--- config.mk ---
export PLATFORM = sky130hd
export DESIGN_NAME = hazard_scoreboard_flat
export DESIGN_NICKNAME = d
export VERILOG_FILES = /design/src/rtl/hazard_scoreboard_if.sv /design/src/rtl/hazard_scoreboard.sv /design/src/flat_wrapper.sv
export SDC_FILE = /design/constraint.sdc
export NUM_CORES = 1
export LEC_CHECK = 0
export CAP_MARGIN = 20
export CORE_MARGIN = 5
export CORE_UTILIZATION = 55
export DETAILED_ROUTE_END_ITERATION = 6
export PLACE_DENSITY = 0.83
export SYNTH_ARGS = -nofsm -noshare
export SYNTH_HDL_FRONTEND = slang
export SYNTH_SLANG_ARGS = --single-unit
--- constraint.sdc ---
create_clock -name clk -period 7.35 [get_ports clk]
set_clock_uncertainty 0.1 [all_clocks]
set_input_delay 1.47 -clock clk [delete_from_list [all_inputs] [get_ports clk]]
set_output_delay 1.47 -clock clk [all_outputs]
set_load 0.05 [all_outputs]
--- src/rtl/hazard_scoreboard_if.sv ---
// hazard_scoreboard_if: decode-side request and pipeline-control bundle for hazard_scoreboard.
//   master: decoder side, drives dec_* / flush / stall_cnt_clr, receives enables, bubble, store_fwd, stall_cnt
//   slave : scoreboard side, the mirror of master
interface hazard_scoreboard_if #(
    parameter int REG_ADDR_W = 5,
    parameter int CNT_W      = 16
);
    logic                  dec_valid;
    logic [6:0]            dec_opcode;
    logic [REG_ADDR_W-1:0] dec_rs1;
    logic [REG_ADDR_W-1:0] dec_rs2;
    logic [REG_ADDR_W-1:0] dec_rd;
    logic                  flush;
    logic                  stall_cnt_clr;
    logic                  pc_en;
    logic                  if_id_en;
    logic                  dec_en;
    logic                  bubble;
    logic                  store_fwd;
    logic [CNT_W-1:0]      stall_cnt;
    modport master (
        output dec_valid, dec_opcode, dec_rs1, dec_rs2, dec_rd, flush, stall_cnt_clr,
        input  pc_en, if_id_en, dec_en, bubble, store_fwd, stall_cnt
    );
    modport slave (
        input  dec_valid, dec_opcode, dec_rs1, dec_rs2, dec_rd, flush, stall_cnt_clr,
        output pc_en, if_id_en, dec_en, bubble, store_fwd, stall_cnt
    );
endinterface

--- src/rtl/hazard_scoreboard.sv ---
// hazard_scoreboard: per-register countdown scoreboard that stalls decode on in-flight writes.
//   clk, rst : clock, asynchronous active-high reset
//   bus      : hazard_scoreboard_if.slave (decode request in; PC/IF-ID/DEC enables, bubble,
//              store data forward select and saturating stall counter out)
`ifndef Opcode_Type_R_ALU
`define Opcode_Type_R_ALU    7'b0110011
`define Opcode_Type_I_ALU    7'b0010011
`define Opcode_Type_I_Load   7'b0000011
`define Opcode_Type_R_Store  7'b0100011
`define Opcode_Type_B_BRANCH 7'b1100011
`define Opcode_Type_U_LUI    7'b0110111
`define Opcode_Type_U_AUIPC  7'b0010111
`define Opcode_Type_J_JAL    7'b1101111
`define Opcode_Type_I_JALR   7'b1100111
`endif
module hazard_scoreboard #(
    parameter int REG_ADDR_W = 5,
    parameter int LOAD_LAT   = 2,
    parameter int ALU_LAT    = 0,
    parameter int CNT_W      = 16
) (
    input logic                clk,
    input logic                rst,
    hazard_scoreboard_if.slave bus
);
    localparam int NREG = 1 << REG_ADDR_W;
    logic [NREG-1:0][2:0]  pending_q, pending_d;
    logic [NREG-1:0]       pend_load_q, pend_load_d;
    logic [REG_ADDR_W-1:0] last_alu_rd_q, last_alu_rd_d;
    logic [CNT_W-1:0]      stall_cnt_q, stall_cnt_d;
    logic is_r, is_load, is_store, is_branch, rs1_used, rs2_used, writes_rd;
    logic fwd, hit1, hit2, stall, issue;
    always_comb begin
        is_r      = bus.dec_opcode == `Opcode_Type_R_ALU;
        is_load   = bus.dec_opcode == `Opcode_Type_I_Load;
        is_store  = bus.dec_opcode == `Opcode_Type_R_Store;
        is_branch = bus.dec_opcode == `Opcode_Type_B_BRANCH;
        rs1_used  = !(bus.dec_opcode == `Opcode_Type_U_LUI || bus.dec_opcode == `Opcode_Type_U_AUIPC
                      || bus.dec_opcode == `Opcode_Type_J_JAL);
        rs2_used  = is_r || is_store || is_branch;
        writes_rd = !(is_store || is_branch);
        // Load result arrives at the cache write-back path exactly when the store needs its data.
        fwd  = is_store && bus.dec_rs2 != '0 && pend_load_q[bus.dec_rs2] && pending_q[bus.dec_rs2] == 3'd1;
        // Branches compare in decode, so they cannot see the EX forward of the previous ALU op.
        hit1 = rs1_used && bus.dec_rs1 != '0
               && (pending_q[bus.dec_rs1] != 3'd0 || (is_branch && bus.dec_rs1 == last_alu_rd_q));
        hit2 = rs2_used && bus.dec_rs2 != '0
               && ((pending_q[bus.dec_rs2] != 3'd0 && !fwd) || (is_branch && bus.dec_rs2 == last_alu_rd_q));
        stall = !rst && bus.dec_valid && (hit1 || hit2) && !bus.flush;
        issue = bus.dec_valid && !stall && !bus.flush;
        bus.pc_en     = !stall;
        bus.if_id_en  = !stall;
        bus.dec_en    = !stall;
        bus.bubble    = !rst && (stall || bus.flush || !bus.dec_valid);
        bus.store_fwd = !rst && issue && fwd;
        bus.stall_cnt = stall_cnt_q;
        pending_d   = pending_q;
        pend_load_d = pend_load_q;
        for (int r = 0; r < NREG; r++) begin
            pending_d[r]   = pending_q[r] != 3'd0 ? pending_q[r] - 3'd1 : 3'd0;
            pend_load_d[r] = pend_load_q[r] && pending_q[r] > 3'd1;
            if (issue && r != 0 && bus.dec_rd == REG_ADDR_W'(r) && is_load) begin
                pending_d[r]   = 3'(LOAD_LAT);
                pend_load_d[r] = 1'b1;
            end else if (issue && r != 0 && bus.dec_rd == REG_ADDR_W'(r) && writes_rd && ALU_LAT > 0) begin
                pending_d[r]   = 3'(ALU_LAT);
                pend_load_d[r] = 1'b0;
            end
        end
        last_alu_rd_d = issue && writes_rd && !is_load ? bus.dec_rd : '0;
        stall_cnt_d   = bus.stall_cnt_clr ? '0 : stall && !(&stall_cnt_q) ? stall_cnt_q + 1'b1 : stall_cnt_q;
    end
    always_ff @(posedge clk or posedge rst) begin
        if (rst) begin
            pending_q     <= '0;
            pend_load_q   <= '0;
            last_alu_rd_q <= '0;
            stall_cnt_q   <= '0;
        end else begin
            pending_q     <= pending_d;
            pend_load_q   <= pend_load_d;
            last_alu_rd_q <= last_alu_rd_d;
            stall_cnt_q   <= stall_cnt_d;
        end
    end
endmodule
--- src/flat_wrapper.sv ---
// flat-port wrapper written by rule: the top's interface ports become plain ports
module hazard_scoreboard_flat 
#(
    parameter int REG_ADDR_W = 5,
    parameter int LOAD_LAT   = 2,
    parameter int ALU_LAT    = 0,
    parameter int CNT_W      = 16
)
  (clk, rst, bus_dec_valid, bus_dec_opcode, bus_dec_rs1, bus_dec_rs2, bus_dec_rd, bus_flush, bus_stall_cnt_clr, bus_pc_en, bus_if_id_en, bus_dec_en, bus_bubble, bus_store_fwd, bus_stall_cnt);
  hazard_scoreboard_if #(.REG_ADDR_W(REG_ADDR_W), .CNT_W(CNT_W)) bus_i ();
  input logic clk;
  input logic rst;
  input wire logic [$bits(bus_i.dec_valid)-1:0] bus_dec_valid;
  input wire logic [$bits(bus_i.dec_opcode)-1:0] bus_dec_opcode;
  input wire logic [$bits(bus_i.dec_rs1)-1:0] bus_dec_rs1;
  input wire logic [$bits(bus_i.dec_rs2)-1:0] bus_dec_rs2;
  input wire logic [$bits(bus_i.dec_rd)-1:0] bus_dec_rd;
  input wire logic [$bits(bus_i.flush)-1:0] bus_flush;
  input wire logic [$bits(bus_i.stall_cnt_clr)-1:0] bus_stall_cnt_clr;
  output wire logic [$bits(bus_i.pc_en)-1:0] bus_pc_en;
  output wire logic [$bits(bus_i.if_id_en)-1:0] bus_if_id_en;
  output wire logic [$bits(bus_i.dec_en)-1:0] bus_dec_en;
  output wire logic [$bits(bus_i.bubble)-1:0] bus_bubble;
  output wire logic [$bits(bus_i.store_fwd)-1:0] bus_store_fwd;
  output wire logic [$bits(bus_i.stall_cnt)-1:0] bus_stall_cnt;
  assign bus_i.dec_valid = bus_dec_valid;
  assign bus_i.dec_opcode = bus_dec_opcode;
  assign bus_i.dec_rs1 = bus_dec_rs1;
  assign bus_i.dec_rs2 = bus_dec_rs2;
  assign bus_i.dec_rd = bus_dec_rd;
  assign bus_i.flush = bus_flush;
  assign bus_i.stall_cnt_clr = bus_stall_cnt_clr;
  assign bus_pc_en = bus_i.pc_en;
  assign bus_if_id_en = bus_i.if_id_en;
  assign bus_dec_en = bus_i.dec_en;
  assign bus_bubble = bus_i.bubble;
  assign bus_store_fwd = bus_i.store_fwd;
  assign bus_stall_cnt = bus_i.stall_cnt;
  hazard_scoreboard #(.REG_ADDR_W(REG_ADDR_W), .LOAD_LAT(LOAD_LAT), .ALU_LAT(ALU_LAT), .CNT_W(CNT_W)) u_core (.clk(clk), .rst(rst), .bus(bus_i));
endmodule
* After elaboration in Yosys (flattened, before gate mapping)
Index checks and enable logic that the tools add are counted.
** Word-level totals
- Bits in registers :: 149
** Cells by class
- $add $sub $neg :: 33
- Magnitude comparators :: 34
- Eq/ne operators :: 41
- Multiplexer cells :: 103
- Reductions and logical operators :: 172
** Operators with widths (count)
- $mux 3 :: 65
- $logic_and 1x1->1 :: 115
- $reduce_bool 3->1 :: 34
- $gt 3x1->1 const B :: 32
- $sub 3x1->3 const B :: 32
- $eq 5x5->1 const B :: 16
- $eq 5x4->1 const B :: 8
- $mux 1 :: 32
- $mux 16 :: 2
- $bmux 3 s5 :: 2
- $eq 7x6->1 const B :: 3
- $eq 5x3->1 const B :: 4
- $add 16x1->16 const B :: 1
- $reduce_and 16->1 :: 1
- $eq 7x7->1 const B :: 2
- $lt 5x6->1 const B :: 2
- $eq 5x2->1 const B :: 2
- $eq 5x5->1 :: 2
- $logic_or 1x1->1 :: 10
- $reduce_bool 5->1 :: 2
- $logic_not 1->1 :: 9
- $eq 7x2->1 const B :: 1
- $eq 7x5->1 const B :: 1
- $bmux 1 s5 :: 1
- 4 further kinds :: 4

* Logic depth before layout (Yosys ltp)
Gate-level depths: netlist (run 1).
- Depth in word-level cells :: 17
- Depth in mapped cells :: 13
- Depth with buffers taken out :: 8

* Worst setup path after synthesis (run 1)
No wires, ideal clock.
- Path type :: in2out
- Start point :: in bus_dec_rs2[0]
- End point :: out bus_if_id_en
- Data arrival time :: 4.083 ns
- Setup slack :: 1.697 ns
- Cell stages on the path :: 11
- Buffers on the path :: 6
- Cell sequence :: buf_2 -> buf_2 -> buf_2 -> mux2_2 -> o211ai_1 -> nand4_1 -> and3_1 -> nor3_2 -> buf_6 -> buf_2 -> buf_4
** On the way
- Cells in the longest elaborated chain, start to end :: 12
** Ends and longest elaborated chain
- start: declaration :: RTL line flat_wrapper.sv:16 : input wire logic [$bits(bus_i.dec_rs2)-1:0] bus_dec_rs2;
- $bmux 3 s5, or another cell as far along :: RTL line hazard_scoreboard.sv:43, hazard_scoreboard.sv:48
- $mux 3 (not written as such), or another cell as far along :: RTL line hazard_scoreboard.sv:43, hazard_scoreboard.sv:48
- $eq 3x1->1 / $logic_and 1x1->1 (equally long branches) :: RTL line hazard_scoreboard.sv:43 : fwd = is_store && bus.dec_rs2 != '0 && pend_load_q[bus.dec_rs2] && pending_q[bus.dec_rs2] == 3'd1;
- $logic_and 1x1->1 :: RTL line hazard_scoreboard.sv:43
- $logic_not 1->1 :: RTL line hazard_scoreboard.sv:48 : && ((pending_q[bus.dec_rs2] != 3'd0 && !fwd) || (is_branch && bus.dec_rs2 == last_alu_rd_q));
- $logic_and 1x1->1 :: RTL line hazard_scoreboard.sv:48
- $logic_or 1x1->1 :: RTL line hazard_scoreboard.sv:48
- $logic_and 1x1->1 (*) :: RTL line hazard_scoreboard.sv:48
- $logic_or 1x1->1 (*) :: RTL line hazard_scoreboard.sv:49 : stall = !rst && bus.dec_valid && (hit1 || hit2) && !bus.flush;
- $logic_and 1x1->1 (*) (2 in series) :: RTL line hazard_scoreboard.sv:49
- $logic_not 1->1 (*)
- end: declaration :: RTL line flat_wrapper.sv:21 : output wire logic [$bits(bus_i.if_id_en)-1:0] bus_if_id_en;
Every way passes the cells marked *; elsewhere a longest branch is shown, timed or not. The select of a mux whose other input is x is not followed.

* Worst setup path after layout (run 1)
- Start point :: in bus_dec_rs1[0]
- End point :: out bus_bubble
** On the way
- Cells in the longest elaborated chain, start to end :: 11
** Ends and longest elaborated chain
- start: declaration :: RTL line flat_wrapper.sv:15 : input wire logic [$bits(bus_i.dec_rs1)-1:0] bus_dec_rs1;
- $bmux 3 s5 :: RTL line hazard_scoreboard.sv:46 : && (pending_q[bus.dec_rs1] != 3'd0 || (is_branch && bus.dec_rs1 == last_alu_rd_q));
- $mux 3 (not written as such) :: RTL line hazard_scoreboard.sv:46
- $reduce_bool 3->1 :: RTL line hazard_scoreboard.sv:46
- $logic_or 1x1->1 :: RTL line hazard_scoreboard.sv:46
- $logic_and 1x1->1 (*) :: RTL line hazard_scoreboard.sv:46
- $logic_or 1x1->1 (*) :: RTL line hazard_scoreboard.sv:49
- $logic_and 1x1->1 (*) (2 in series) :: RTL line hazard_scoreboard.sv:49
- $logic_or 1x1->1 (*) (2 in series) :: RTL line hazard_scoreboard.sv:54 : bus.bubble = !rst && (stall || bus.flush || !bus.dec_valid);
- $logic_and 1x1->1 (*) :: RTL line hazard_scoreboard.sv:54
- end: declaration :: RTL line flat_wrapper.sv:23 : output wire logic [$bits(bus_i.bubble)-1:0] bus_bubble;
Marked as above.

==> summary.txt, run 1 <==
Power
  • Total power divided by cell area: 212 nW/um2
  • Peak supply drop: 0.166 mV
  • Final Power: 1.90 mW
  • Static Leak: 3.94 nW

Clock tree
  • Max clock buf depth: 2
  • CTS Hold Bufs: 0
  • Clock root buffer master: clkbuf_16
  • Reg clk slew, reported paths: 0.06 ns
  • Postcts setup bufs: 0
  • Htree depth: 4
  • Clock latency on the worst-skew pair: 0.43 ns
  • Post-cts sizing count: 0
  • Number of CTS-inserted buffers: 17
  • Clock tree sinks: 149
  • TritonCTS clock tree: built

Die
  • Die Span Y: 129 um
  • Die area: 16500 um2
  • Num ports: 48
  • Core area: 13800 um2
  • Rows: 43
  • Die width: 129 um
  • Initial core utilization: 55.9%

Timing
  • Worst hold slack: 0.411 ns
  • Max Fclk: 0.147 GHz
  • RSZ-0062 raised after global routing: no
  • Slew margin rel.: 40.9%
  • Max Slew Vio Count: 0
  • Setup violations, final: 0
  • Fin crit share: 92.3%
  • Fin Setup TNS: 0 ns
  • Min Tclk post-route: 6.78 ns
  • Measured slew at the worst slew-check pin: 0.887 ns
  • Final Hold Viols: 0

Route
  • Mean number of vias per cell: 6.68
  • Final ANT Viol Nets: 0
  • Wire length on met1: 8440 um
  • DRC: 0
  • DRT iter0 DRCs: 812
  • Wirelength per Cell: 20.6 um
  • Vias: 6808
  • Top Layer Used: met4
  • DR WL met2: 9520 um
  • First-pass DRT Iterations: 6
  • Met3 WL: 2330 um
  • Post-Route WL: 21000 um

Global route
  • Pin count of the biggest net entering global routing: 79
  • Global-route wire length before repair: 33800 um
  • Vias in the first global route: 6407
  • GRT overflow: 0
  • All-layer global routing usage: 26.2%
  • Initial antenna violation count: 0

Synth
  • Mean Syn Cell Area: 9.79 um2
  • Post-Synthesis Cells: 789
  • Syn Nets: 819
  • Mapped Area: 7720 um2
  • Sequential element share of the synthesized area: 48.3%
  • Synth async-reset ratio: 100%
  • Yosys reg bits: 149
  • Primary FF master, synth: dfrtp_1
  • Number of flops mapped to enable cells by yosys: 0
  • Yosys warns: 0
  • Yosys cell types: 69

Min path
  • Worst hold path stage count: 1
  • Worst min-delay path class: flip-flop to flip-flop
  • WHS Endpoint: u_core.pend_load_q[0]$_DFF_PP0_
  • Min-delay src: u_core.pend_load_q[0]$_DFF_PP0_

Setup path
  • Max FO, Critical Path: 15
  • R2R setup slack: 3.65 ns
  • Crit path DAT: 5.21 ns
  • WS Path Type: input port to primary output
  • R2R depth: 9
  • R2R Path Start: u_core.pending_q[45]$_DFF_PP0_
  • Worst setup EP type: primary output
  • Crit start category: input port
  • Reg-to-Reg End: u_core.bus.stall_cnt[0]$_DFFE_PP0P_
  • Worst EP required: 5.78 ns

Finish
  • Highest-count cells in the layout ignoring fill and taps: dfrtp_1, nor2_1, o21ai_0, nor3_1, nand2_1
  • Most common cell after layout, fill and taps aside: dfrtp_1
  • Number of diodes: 0
  • Final net count: 858
  • Area growth, synth to finish: 16.3%
  • Fraction of layout cells with a size suffix above 1: 9.42%

Placement
  • I/O Buffers: 47
  • Routability cong.: 0.976
  • Hpwl dp: 14400 um

Job
  • Max-cap violation count: 0

Outcome
  • Status: finished clean
[synthesized netlist by cell type (3+ instances only)]
cell type	number	area, um2
a211o_1	17	149
a211oi_1	4	30.0
a21oi_1	33	165
a221oi_1	4	35.0
a22oi_1	4	30.0
and2_1	5	31.3
and3_1	7	43.8
buf_2	13	65.1
buf_6	3	33.8
clkbuf_1	16	60.1
dfrtp_1	149	3730
ha_1	3	37.5
inv_1	7	26.3
mux2_1	3	33.8
mux2_2	4	45.0
mux2i_1	12	120
mux4_2	14	315
nand2_1	47	176
nand2b_1	9	56.3
nand3_1	27	135
nand3b_1	3	22.5
nand4_1	5	31.3
nor2_1	106	398
nor2b_1	12	75.1
nor3_1	49	245
nor3b_1	25	188
nor4_1	14	87.6
nor4b_1	3	26.3
o211ai_1	4	30.0
o21a_1	10	75.1
o21ai_0	61	305
o21ai_1	30	150
o221a_2	8	90.1
o31a_1	3	26.3
o31ai_1	10	75.1
or3_1	5	31.3
or4_1	13	97.6
xnor2_1	6	52.6
xor2_1	4	35.0
[worst max-delay path by stage]
stage / endpoint / from / cells after the start
finish: bus_bubble / bus_dec_rs1[0] / 10
global route: bus_bubble / bus_dec_rs1[0] / 10
CTS: bus_bubble / bus_dec_rs1[0] / 10
detailed placement: bus_bubble / bus_dec_rs1[0] / 10
global placement: bus_bubble / bus_dec_rs1[0] / 10
floorplan: bus_if_id_en / bus_dec_rs2[0] / 11
[sequential cells by signal, indices dropped and copies added (netlist names)]
| signal | cells |
|---|---|
| u_core.pending_q | 96 |
| u_core.bus.stall_cnt | 16 |
| u_core.pend_load_q | 32 |
| u_core.last_alu_rd_q | 5 |
[through the flow]
stage	setup WS, ns	util (%)	cell area, um2	instances
global route	0.447	65.0	8980	1019
CTS	0.773	64.9	8970	1018
floorplan	1.70	-	7720	789
global placement	0.850	60.2	8320	988
detailed placement	0.791	60.2	8320	988
finish	0.567	65.0	8980	1019
[layer usage]
layer	track usage [%]	vias up
met5	0	-
met4	9.51	0
met3	9.46	72
met2	38.3	389
met1	36.3	3314
li1	-	3033
[worst max-delay path: stages]
cell	delay (ns)
clkdlybuf4s50_1	0.88
buf_4	0.34
nor4b_1	0.50
o32ai_1	0.17
o32a_1	0.20
a2111oi_2	0.41
o31a_1	0.23
o21a_1	0.18
nor2_1	0.09
clkdlybuf4s50_1	0.73
[cell type report]
| cell class | count | area (um2) |
|---|---|---|
| multi-input combinational | 597 | 3790 |
| inverter | 8 | 35.0 |
| fill | 1030 | 4840 |
| timing repair buffer | 55 | 561 |
| sequential | 149 | 3730 |
| clock inverter | 9 | 175 |
| tap | 180 | 225 |
| clock buffer | 21 | 470 |
[logic make-up after synthesis]
family	Yosys count	synth area share [%]
AO/OA/AOI/OAI	206	17.5
flip-flops	149	48.3
buffers and inverters	43	2.69
AND/OR/NAND/NOR	345	23.2
adder cells (fa/ha/maj)	3	0.486
XOR/XNOR	10	1.13
multiplexers	33	6.66
[report_power, final]
group | internal [mW] | switching (mW) | leakage, nW
Clock | 0.624 | 0.333 | 0.311
Sequential | 0.822 | 0.00196 | 2.08
Combinational | 0.0425 | 0.0795 | 1.55
(Power assumes the default switching activity.)
==> run 2: changes to the inputs <==
--- a/config.mk
+++ b/config.mk
@@ -6,7 +6,7 @@
 export NUM_CORES = 1
 export LEC_CHECK = 0
 export CAP_MARGIN = 20
-export CORE_MARGIN = 5
+export CORE_MARGIN = 2
 export CORE_UTILIZATION = 55
 export DETAILED_ROUTE_END_ITERATION = 6
 export PLACE_DENSITY = 0.83
==> run 2 against run 1 <==
  * Power fell by 4.2%
  * Die area is 9.1% lower
  * Sequential power barely moved
  * Worst setup slack improved by 0.23 ns
  * Via count fell by 1.7%
  * Flip-flop and latch count stayed put
  * Count of clock-buffer cells in the layout down 2
  * Non-clock buffer count decreased by 1
  * Cell area is 0.78% lower
  * Critical path depth unchanged
  * Core utilization is 0.25 points lower
  * Critical path type unchanged
==> summary.txt, run 2 (synthesis results as in run 1) <==
Setup path
  • Critical-path cell list: clkdlybuf4s50_1, buf_4, nor4b_1, or4_1, a32oi_1, a2111oi_4, o31a_1, o21a_1, nor2_1, clkdlybuf4s50_1
  • Worst Path Buf+Inv: 3 (unchanged)
  • R2R setup slack: 3.67 ns (+0.02 ns)
  • Worst EP required: 5.78 ns (about the same)
  • Crit path DAT: 4.99 ns (-0.22 ns)
  • WS Path Type: input port to primary output
  • Most used cell, CP: clkdlybuf4s50_1
  • Cell family with most CP delay: buffers and inverters
  • R2R depth: 9 (unchanged)
  • Max FO, Critical Path: 16 (+1)
  • Worst setup EP type: primary output
  • Critical-path top delay cell: clkdlybuf4s50_1
  • CP Depth: 10 (unchanged)
  • Largest stage delay, worst path: 0.85 ns (-0.03 ns)
  • Crit start category: input port

Placement
  • I/O Buffers: 47 (unchanged)
  • Worst slack at placement: 0.838 ns (+0.0478 ns)
  • Routability cong.: 0.963 (-1.3%)
  • Hpwl dp: 14500 um (+0.57%)

Die
  • Num ports: 48 (unchanged)
  • Initial core utilization: 56.1% (+0.22 points)
  • Die width: 123 um (-4.7%)
  • Rows: 43 (unchanged)
  • Core area: 13800 um2 (-0.39%)
  • Die Span Y: 123 um (-4.7%)
  • Die area: 15000 um2 (-9.1%)

Finish
  • Final net count: 857 (-0.12%)
  • Fraction of layout cells with a size suffix above 1: 9.40% (-0.011 points)
  • Highest-count cells in the layout ignoring fill and taps: dfrtp_1, nor2_1, o21ai_0, nor3_1, nand2_1
  • Most common cell after layout, fill and taps aside: dfrtp_1
  • Number of flip-flops in the largest register: 96 (unchanged)
  • Number of diodes: 0 (unchanged)
  • Area growth, synth to finish: 15.4%
  • Largest reg by FF count: u_core.pending_q

Timing
  • Slew margin rel.: 35.2% (-5.7 points)
  • RSZ-0062 raised after global routing: no
  • Measured slew at the worst slew-check pin: 0.970 ns (+0.0827 ns)
  • Max Fclk: 0.153 GHz (+3.5%)
  • Min Tclk post-route: 6.56 ns (-0.226 ns)
  • Setup violations, final: 0 (unchanged)
  • Min setup slack post-route: 0.793 ns (+0.226 ns)
  • Max Slew Vio Count: 0 (unchanged)
  • Fin crit share: 89.2% (-3.1 points)
  • Fin Setup TNS: 0 ns (unchanged)
  • Final Hold Viols: 0 (unchanged)

Route
  • Vias: 6693 (-1.7%)
  • First-pass DRT Iterations: 6 (unchanged)
  • Post-Route WL: 20900 um (-0.24%)
  • DRC: 0 (unchanged)
  • DRT iter0 DRCs: 891 (+9.7%)
  • Mean number of vias per cell: 6.56 (-1.8%)
  • Wirelength per Cell: 20.5 um (-0.34%)
  • Final ANT Viol Nets: 0 (unchanged)

Global route
  • Pin count of the biggest net entering global routing: 87 (+10%)
  • GRT overflow: 0 (unchanged)
  • Vias in the first global route: 6352 (-0.86%)
  • Initial antenna violation count: 0 (unchanged)
  • All-layer global routing usage: 29.5% (+3.3 points)
  • Global-route wire length before repair: 33700 um (-0.27%)

Outcome
  • Status: finished clean

Power
  • Peak supply drop: 0.274 mV (+65%)
  • Static Leak: 3.90 nW (-1.0%)
  • Total power divided by cell area: 205 nW/um2 (-3.4%)

Clock tree
  • Clock latency on the worst-skew pair: 0.43 ns (about the same)
  • Max clock buf depth: 2 (unchanged)
  • Reg clk slew, reported paths: 0.06 ns (about the same)
  • CTS Hold Bufs: 0 (unchanged)
  • Clock root buffer master: clkbuf_16
  • Post-cts sizing count: 0 (unchanged)
  • TritonCTS clock tree: built
  • Number of CTS-inserted buffers: 17 (unchanged)
  • Postcts setup bufs: 0 (unchanged)
  • Clock tree sinks: 149 (unchanged)
  • Htree depth: 4 (unchanged)

Min path
  • Worst min-delay path class: flip-flop to flip-flop
  • Worst hold path stage count: 1 (unchanged)

Job
  • Max-cap violation count: 0 (unchanged)
[run 2: changes by cell type in the layout (fill, tap and decap cells not counted)]
cell / delta
inv_6: +1
clkinvlp_4: +2
clkinv_2: +2
clkbuf_1: +1
buf_8: -1
clkbuf_8: -3
clkinv_4: +1
bufinv_16: -2
[run 2: final timing paths]
| kind | end | start |
|---|---|---|
| hold / removal | u_core.pending_q[0]$_DFF_PP0_ | u_core.pending_q[0]$_DFF_PP0_ |
| hold reg to reg | u_core.pending_q[0]$_DFF_PP0_ | u_core.pending_q[0]$_DFF_PP0_ |
| setup reg to reg | u_core.bus.stall_cnt[0]$_DFFE_PP0P_ | u_core.pending_q[33]$_DFF_PP0_ |
| setup / recovery | bus_bubble | bus_dec_rs1[0] |
| min in group asynchronous | u_core.pending_q[17]$_DFF_PP0_ | rst |
| max in group asynchronous | u_core.pend_load_q[30]$_DFF_PP0_ | rst |
[run 2: cell type report]
class                           count  area [um2]
Timing Repair Buffer               54         546
Sequential cell                   149        3730
Fill cell                        1064        4860
Clock inverter                     13         158
Inverter                            8        35.0
Multi-Input combinational cell    597        3790
Tap cell                          180         225
Clock buffer                       19         433
[run 2: per-stage QoR]
step                      std cells  instance area [um2]  power [mW]  util [%]  hold WS [ns]
after CTS                      1020                 8910        1.83      64.7         0.405
after floorplan                 789                 7720       0.914         -         0.346
final                          1020                 8910        1.82      64.7         0.404
after global placement          988                 8320       0.956      60.4         0.375
after detailed placement        988                 8320       0.957      60.4         0.391
after global routing           1020                 8910        1.88      64.7         0.423
[run 2: layer usage]
layer / routed length, um / up-vias / track usage [%]
met5: 0 / - / 0
met4: 527 / 0 / 12.5
met3: 1850 / 44 / 7.25
met2: 9740 / 331 / 44.7
met1: 8790 / 3284 / 40.8
li1: - / 3034 / -
[run 2: power breakdown]
part	internal [mW]	total, mW	switching, mW
Sequential	0.822	0.824	0.00185
Clock	0.532	0.879	0.348
Combinational	0.0421	0.120	0.0779
